==> config.mk <==
export PLATFORM = sky130hd
export DESIGN_NAME = bus_cmd_master
export DESIGN_NICKNAME = d
export VERILOG_FILES = /design/src/rtl/bus_cmd_master.sv
export SDC_FILE = /design/constraint.sdc
export NUM_CORES = 1
export LEC_CHECK = 0
export ABC_CLOCK_PERIOD_IN_PS = 6100
export BUFFER_PORTS_ARGS = -buffer_cell sky130_fd_sc_hd__buf_2
export CAP_MARGIN = 20
export CORE_UTILIZATION = 40
export CTS_CLUSTER_DIAMETER = 40
export DETAILED_ROUTE_END_ITERATION = 8
export GPL_TIMING_DRIVEN = 0
export PLACE_DENSITY_LB_ADDON = 0.2
export SYNTH_ARGS = -nofsm -noshare
export SYNTH_HDL_FRONTEND = slang
export SYNTH_SLANG_ARGS = --single-unit
==> constraint.sdc <==
create_clock -name i_Bus_Clk -period 6.1 [get_ports i_Bus_Clk]
set_clock_uncertainty 0.15 [all_clocks]
set_input_delay 0.305 -clock i_Bus_Clk [delete_from_list [all_inputs] [get_ports i_Bus_Clk]]
set_output_delay 0.305 -clock i_Bus_Clk [all_outputs]
set_load 0.01 [all_outputs]
==> src/rtl/bus_cmd_master.sv <==
// Byte-stream command master: decodes UART write/read packets into single
// 16-bit register-bus strobes and returns read status/data bytes to the UART.
module bus_cmd_master #(
  parameter int ADDR_WIDTH   = 8,
  parameter int RD_TIMEOUT   = 16,
  parameter int BYTE_TIMEOUT = 100000
) (
  input  logic                  i_Bus_Clk,
  input  logic                  i_Bus_Rst_L,
  input  logic                  i_Rx_DV,
  input  logic [7:0]            i_Rx_Byte,
  output logic                  o_Tx_DV,
  output logic [7:0]            o_Tx_Byte,
  input  logic                  i_Tx_Done,
  output logic                  o_Bus_CS,
  output logic                  o_Bus_Wr_Rd_n,
  output logic [ADDR_WIDTH-1:0] o_Bus_Addr8,
  output logic [15:0]           o_Bus_Wr_Data,
  input  logic [15:0]           i_Bus_Rd_Data,
  input  logic                  i_Bus_Rd_DV,
  output logic                  o_Busy
);

  localparam logic [3:0] ST_IDLE    = 4'd0;
  localparam logic [3:0] ST_ADDR    = 4'd1;
  localparam logic [3:0] ST_WDH     = 4'd2;
  localparam logic [3:0] ST_WDL     = 4'd3;
  localparam logic [3:0] ST_WR      = 4'd4;
  localparam logic [3:0] ST_RD      = 4'd5;
  localparam logic [3:0] ST_RD_WAIT = 4'd6;
  localparam logic [3:0] ST_TX_SEND = 4'd7;
  localparam logic [3:0] ST_TX_WAIT = 4'd8;

  localparam logic [7:0] CMD_WR = 8'h57;
  localparam logic [7:0] CMD_RD = 8'h52;

  // One timer serves both the inter-byte and the read-data timeouts.
  localparam int TMAX = (BYTE_TIMEOUT > RD_TIMEOUT) ? BYTE_TIMEOUT : RD_TIMEOUT;
  localparam int TW   = $clog2(TMAX + 1);
  localparam logic [TW-1:0] BYTE_LAST = TW'(BYTE_TIMEOUT - 1);
  localparam logic [TW-1:0] RD_LAST   = TW'(RD_TIMEOUT - 1);

  logic [3:0]            state_r, state_s;
  logic                  is_write_r, is_write_s;
  logic [ADDR_WIDTH-1:0] addr_r, addr_s;
  logic [7:0]            data_hi_r, data_hi_s;
  logic [TW-1:0]         timer_r, timer_s;
  logic [15:0]           rd_data_r, rd_data_s;
  logic [1:0]            idx_r, idx_s;
  logic                  cs_r, cs_s;
  logic                  wr_rd_n_r, wr_rd_n_s;
  logic [ADDR_WIDTH-1:0] bus_addr_r, bus_addr_s;
  logic [15:0]           bus_wdata_r, bus_wdata_s;
  logic                  tx_dv_r, tx_dv_s;
  logic [7:0]            tx_byte_r, tx_byte_s;
  logic                  busy_r, busy_s;

  // Next-state and next-output decode; outputs are registered from these.
  always_comb begin
    state_s     = state_r;
    is_write_s  = is_write_r;
    addr_s      = addr_r;
    data_hi_s   = data_hi_r;
    timer_s     = timer_r;
    rd_data_s   = rd_data_r;
    idx_s       = idx_r;
    cs_s        = 1'b0;
    wr_rd_n_s   = wr_rd_n_r;
    bus_addr_s  = bus_addr_r;
    bus_wdata_s = bus_wdata_r;
    tx_dv_s     = 1'b0;
    tx_byte_s   = tx_byte_r;
    case (state_r)
      ST_IDLE: begin
        if (i_Rx_DV && ((i_Rx_Byte == CMD_WR) || (i_Rx_Byte == CMD_RD))) begin
          is_write_s = (i_Rx_Byte == CMD_WR);
          timer_s    = '0;
          state_s    = ST_ADDR;
        end else begin
          state_s = ST_IDLE;
        end
      end
      ST_ADDR: begin
        if (i_Rx_DV) begin
          addr_s  = ADDR_WIDTH'(i_Rx_Byte);
          timer_s = '0;
          if (is_write_r) begin
            state_s = ST_WDH;
          end else begin
            state_s    = ST_RD;
            cs_s       = 1'b1;
            wr_rd_n_s  = 1'b0;
            bus_addr_s = ADDR_WIDTH'(i_Rx_Byte);
          end
        end else if (timer_r == BYTE_LAST) begin
          state_s = ST_IDLE;
        end else begin
          timer_s = timer_r + TW'(1);
        end
      end
      ST_WDH: begin
        if (i_Rx_DV) begin
          data_hi_s = i_Rx_Byte;
          timer_s   = '0;
          state_s   = ST_WDL;
        end else if (timer_r == BYTE_LAST) begin
          state_s = ST_IDLE;
        end else begin
          timer_s = timer_r + TW'(1);
        end
      end
      ST_WDL: begin
        if (i_Rx_DV) begin
          timer_s     = '0;
          state_s     = ST_WR;
          cs_s        = 1'b1;
          wr_rd_n_s   = 1'b1;
          bus_addr_s  = addr_r;
          bus_wdata_s = {data_hi_r, i_Rx_Byte};
        end else if (timer_r == BYTE_LAST) begin
          state_s = ST_IDLE;
        end else begin
          timer_s = timer_r + TW'(1);
        end
      end
      ST_WR: begin
        state_s = ST_IDLE;
      end
      ST_RD: begin
        timer_s = '0;
        state_s = ST_RD_WAIT;
      end
      ST_RD_WAIT: begin
        // Returned data takes priority over a timeout in the same clock.
        if (i_Bus_Rd_DV) begin
          rd_data_s = i_Bus_Rd_Data;
          idx_s     = 2'd0;
          tx_dv_s   = 1'b1;
          tx_byte_s = 8'h00;
          state_s   = ST_TX_SEND;
        end else if (timer_r == RD_LAST) begin
          rd_data_s = 16'h0000;
          idx_s     = 2'd0;
          tx_dv_s   = 1'b1;
          tx_byte_s = 8'h01;
          state_s   = ST_TX_SEND;
        end else begin
          timer_s = timer_r + TW'(1);
        end
      end
      ST_TX_SEND: begin
        state_s = ST_TX_WAIT;
      end
      ST_TX_WAIT: begin
        if (!i_Tx_Done) begin
          state_s = ST_TX_WAIT;
        end else if (idx_r == 2'd2) begin
          state_s = ST_IDLE;
        end else begin
          idx_s     = idx_r + 2'd1;
          tx_dv_s   = 1'b1;
          tx_byte_s = (idx_r == 2'd0) ? rd_data_r[15:8] : rd_data_r[7:0];
          state_s   = ST_TX_SEND;
        end
      end
      default: begin
        state_s = ST_IDLE;
      end
    endcase
    busy_s = (state_s != ST_IDLE);
  end

  // State and registered-output update.
  always_ff @(posedge i_Bus_Clk or negedge i_Bus_Rst_L) begin
    if (!i_Bus_Rst_L) begin
      state_r     <= ST_IDLE;
      is_write_r  <= 1'b0;
      addr_r      <= '0;
      data_hi_r   <= 8'h00;
      timer_r     <= '0;
      rd_data_r   <= 16'h0000;
      idx_r       <= 2'd0;
      cs_r        <= 1'b0;
      wr_rd_n_r   <= 1'b0;
      bus_addr_r  <= '0;
      bus_wdata_r <= 16'h0000;
      tx_dv_r     <= 1'b0;
      tx_byte_r   <= 8'h00;
      busy_r      <= 1'b0;
    end else begin
      state_r     <= state_s;
      is_write_r  <= is_write_s;
      addr_r      <= addr_s;
      data_hi_r   <= data_hi_s;
      timer_r     <= timer_s;
      rd_data_r   <= rd_data_s;
      idx_r       <= idx_s;
      cs_r        <= cs_s;
      wr_rd_n_r   <= wr_rd_n_s;
      bus_addr_r  <= bus_addr_s;
      bus_wdata_r <= bus_wdata_s;
      tx_dv_r     <= tx_dv_s;
      tx_byte_r   <= tx_byte_s;
      busy_r      <= busy_s;
    end
  end

  assign o_Tx_DV       = tx_dv_r;
  assign o_Tx_Byte     = tx_byte_r;
  assign o_Bus_CS      = cs_r;
  assign o_Bus_Wr_Rd_n = wr_rd_n_r;
  assign o_Bus_Addr8   = bus_addr_r;
  assign o_Bus_Wr_Data = bus_wdata_r;
  assign o_Busy        = busy_r;

endmodule

==> Word level (Yosys, flattened, before mapping) <==
Index checks and enable logic that the tools add are counted.
{ "classes": {"muxes": 47, "n_addsub": 2, "eq_ne": 22, "n_reduce_logical": 18} }
{ "op_table": {"columns": ["cell", "count"], "rows": [
  ["$mux 17", 5],
  ["$pmux 17 s4", 1],
  ["$mux 8", 8],
  ["$mux 16", 2],
  ["$pmux 4 s8", 1],
  ["$pmux 8 s2", 2],
  ["$mux 4", 7],
  ["$add 17x1->17 const B", 1],
  ["$eq 17x17->1 const B", 1],
  ["$eq 17x4->1 const B", 1],
  ["$eq 8x7->1 const B", 2],
  ["$ne 2x2->1 const B", 8],
  ["$eq 4x3->1 const B", 3],
  ["$mux 1", 11],
  ["$reduce_and 2->1", 5],
  ["$eq 4x2->1 const B", 2],
  ["$mux 2", 4],
  ["$reduce_and 4->1", 2],
  ["$reduce_bool 4->1", 2],
  ["$mux 3", 2],
  ["$ne 3x3->1 const B", 2],
  ["$pmux 1 s2", 3],
  ["$reduce_bool 2->1", 3],
  ["$reduce_and 5->1", 1],
  ["10 further kinds", 10]
]} }
{ "totals": {"reg_bits": 92} }

==> Depth between registers and ports, before layout <==
{ "logic_depth": {"ltp_word": 6, "depth_mapped": 9, "ltp_nobuf": 7} }

==> Least setup slack after synthesis <==
OpenSTA, ideal clock, no wires.
{ "synth_path": {"kind": "register to register", "startpoint": "register timer_r[0]", "endpoint": "register timer_r[4]", "path_slack_ns": 3.960, "setup_ns": 0.139, "path_buffers": 1, "period_less_slack_ns": 2.140, "required_ns": 5.811, "arrival_time_ns": 1.851, "path_stages_with_launch": 8, "path_cell_list": "dfrtp_1 -> ha_1 -> nand3_1 -> nor3_4 -> a21o_4 -> buf_4 -> o41ai_1 -> o31ai_2"} }
{ "synth_via": {"elab_chain_len": 4, "elab_cells_between_ends": 11, "classes_between": "add/sub: 1; eq/ne: 4; mux: 5; reduce/logical: 1"} }
{ "synth_lines": {"columns": ["element", "line_no", "text"], "rows": [
  ["start: declaration", "47", "logic [TW-1:0] timer_r, timer_s;"],
  ["start signal: assignment", "195", "timer_r <= timer_s;"],
  ["$add 17x1->17", null, null],
  ["$mux 17, on equally long branches", null, null],
  ["$mux 17, on equally long branches", "135, 113", null],
  ["$pmux 17 s4", "73", "case (state_r)"]
]} }
Parallel ways exist; a longest one is shown, timed or not. The select of a mux whose other input is x is not followed.
A chain may end at the register's enable or synchronous reset.

==> Worst setup path after layout <==
{ "layout_path": {"startpoint": "register timer_r[0]", "endpoint": "register timer_r[9]"} }
The elaborated chain is that of the path after synthesis.

==> results.tsv <==
metric	value	unit
Antenna diodes	0	
Yosys reg bits	92	
clock latency reported for the late side of the worst-skew pair	0.35	ns
FF-to-FF path depth	7	
slowest CP cell	dfrtp_1	
vias per std cell	5.54	
Buf+Inv Stages, Crit Path	1	
final setup fails	0	
clk buf depth	2	
Chip Width	106	um
PortBufs	64	
Layout Cells excl Fill	587	
Pwr Density	434	nW/um2
Placed Area	4850	um2
CTS buffer count	9	
htree depth	3	
initial antenna violation count	0	
Setup WS post-layout	3.71	ns
Ys Warns	0	
Crit path max-delay family	compound AO/OA/AOI/OAI gates	
chip height	106	um
Clock Sinks	92	
R2R setup slack	3.71	ns
drt total wl	9710	um
Relative slew margins	38.5	%
CP max FO	10	
library cells used by synthesis	49	
hold path depth	2	
# DRC	0	
DP Wirelength	6720	um
Hold Fails Final Rpt	0	
final net count	480	
outcome	finished clean	
CTS tree	built	
Cell Rows	37	
Critical Path Start Type	flip-flop	
CP endpoint kind	flip-flop	
Syn Nets	396	
grt ovf	0	
Starting Density	41.5	%
main area contributors after synthesis	dfrtp_1 (53%), mux2_2 (8.6%), mux2i_1 (4.2%)	
cell count after placement	565	
leakage	2.40	nW
Max-Cap Viols	0	
CP Data Required Time	6.22	ns
post-synthesis cell area	4330	um2
total negative slack	0	ns
max incr delay on CP	0.42	ns
Layout area overhead	18.2	%
top cell type's share of synthesized area	53.2	%
Core Region	10400	um2
worst path cell trace	ha_1 > nand3_1 > nor3_4 > a21o_4 > a311o_4 > buf_6 > o31ai_2	
DRT antenna net count	0	
Pre-antenna DRT Iters	4	
vias in the first global route	3236	
period utilization	39.2	%
Peak Freq	418	MHz
final std cell area, no fill	5110	um2
total die area	11200	um2
Worst-path clk slew	0.09	ns
worst min path class	in2reg	
layout cells sized above 1	32.2	%
Root Driver	clkbuf_8	
Synth Instances	364	
crit path time final	2.39	ns
Arrival @ worst endpoint	2.51	ns
largest net degree at the start of global routing	51	
unrepaired setup endpoints after global routing	false	
Seq/Total Area, Yosys	53.2	%
number of cells on the critical path	7	
Max Slew Vio Count	0	
Wirelength per Cell	16.5	um
Slew @ Worst Pin	0.917	ns
CP Class	reg2reg	
# resized after CTS	0	
Post-Syn Area per Cell	11.9	um2
Iter 0 DRT Violations	161	
first-pass GRT wire length	16600	um
vias	3252	
Post-Place Worst Slack	3.72	ns
area leader, netlist	dfrtp_1	
routability congestion estimate	0.808	
gr usage total	18.9	%
I/O pin count	65	
Worst VDD drop	0.190	mV
[path summary, 6_finish.rpt]
path | start | to
worst max-delay path | timer_r[0] | timer_r[9]
worst min-delay path | i_Bus_Rd_Data[10] | rd_data_r[10]
worst max register to register | timer_r[0] | timer_r[9]
worst min register to register | o_Bus_Addr8[5] | o_Bus_Addr8[5]
max in group asynchronous | i_Bus_Rst_L | o_Bus_Addr8[2]
min in group asynchronous | i_Bus_Rst_L | o_Bus_Wr_Data[11]
[placed cells by master (no fill, tap or decap), types with 3 or more instances in the layout]
| cell type | n |
|---|---|
| clkbuf_8 | 9 |
| clkbuf_1 | 8 |
| o41ai_1 | 7 |
| o21ai_1 | 3 |
| nor3_2 | 3 |
| o211ai_1 | 3 |
| nor2b_1 | 3 |
| dfrtp_1 | 92 |
| nand4_1 | 7 |
| a21oi_1 | 7 |
| mux2_2 | 33 |
| a41oi_1 | 5 |
| or3_1 | 3 |
| mux2i_1 | 18 |
| buf_4 | 3 |
| nand3_1 | 11 |
| buf_6 | 4 |
| inv_1 | 7 |
| o31ai_2 | 7 |
| dlygate4sd3_1 | 8 |
| buf_2 | 70 |
| nand4b_1 | 3 |
| clkinvlp_4 | 3 |
| nor2_1 | 13 |
| a22o_1 | 16 |
| nand2_1 | 28 |
| o31ai_1 | 13 |
| o22ai_1 | 7 |
| and3_1 | 4 |
| a31oi_1 | 3 |
| ha_1 | 3 |
| and2_1 | 4 |
| o21ai_0 | 13 |
| nand2b_1 | 5 |
[per-layer routing]
layer	part of all wire, %	wire length [um]	vias to the layer above	global-route usage (%)
met3	3.8	372	7	3.86
li1	-	-	1535	-
met4	1.2	115	0	8.04
met5	0	0	-	0
met1	47	4560	1630	25.2
met2	48	4660	80	29.7
[area by class of cell]
type	instances	area, um2
inverter	7	26.3
buffer	22	130
multi-input combinational	243	1870
clock inverter	5	63.8
clock buffer	9	124
fill	989	5300
timing repair buffer	73	430
tap	136	170
sequential	92	2300
[power breakdown]
| part | internal [W] | switching [W] | total [W] |
|---|---|---|---|
| Clock | 0.000188 | 0.000216 | 0.000404 |
| Sequential | 0.000835 | 0.000122 | 0.000958 |
| Combinational | 0.000408 | 0.000451 | 0.000859 |
[state kept, by name, indices dropped and copies added, names as in the netlist, 2 cells and up]
register and count:
timer_r 17, o_Tx_Byte 8, state_r 4, o_Bus_Addr8 8, idx_r 2, data_hi_r 8, addr_r 8, rd_data_r 16
o_Bus_Wr_Data 16
[timing repair]
action                                 CTS  global route
buffers inserted                         0             0
endpoints found under the hold margin   48             1
hold buffers                             7             1
[metrics by stage]
stage	hold WS, ns	power [W]	util, %
6_report	0.0163	0.00222	49.1
5_1_grt	0.00111	0.00239	49.1
4_1_cts	0.000774	0.00225	49.0
3_5_place_dp	0.185	0.00184	46.5
3_3_place_gp	0.310	0.00180	46.2
2_1_floorplan	-0.141	0.00155	-
[logic make-up after synthesis]
group                    synth area share (%)
buffers and inverters                    3.61
XOR/XNOR                                0.405
multiplexers                             13.1
flip-flops                               53.2
adder cells (fa/ha/maj)                 0.868
AND/OR/NAND/NOR                          12.6
AO/OA/AOI/OAI                            16.2
[cells in the mapped netlist (all sizes together)]
cell type / number
or4: 1
dfrtp: 92
and2: 4
or3: 3
mux2: 34
xnor2: 2
o41ai: 7
nor3: 6
and3: 5
clkbuf: 9
mux2i: 18
nand4b: 3
nand3: 11
a21o: 1
a41oi: 5
a211o: 1
a311o: 1
o211ai: 3
inv: 7
nor3b: 1
nor2: 13
o32ai: 1
a22o: 16
a21boi: 1
and4: 1
o31ai: 20
nor4bb: 1
o21ai: 16
a2bb2oi: 1
o22ai: 7
a31oi: 3
ha: 3
nor4b: 2
nor4: 2
a21oi: 7
buf: 13
nand4: 7
nand2: 28
nand2b: 5
nor2b: 3
No activity file was read; power rests on OpenSTA's default activity.
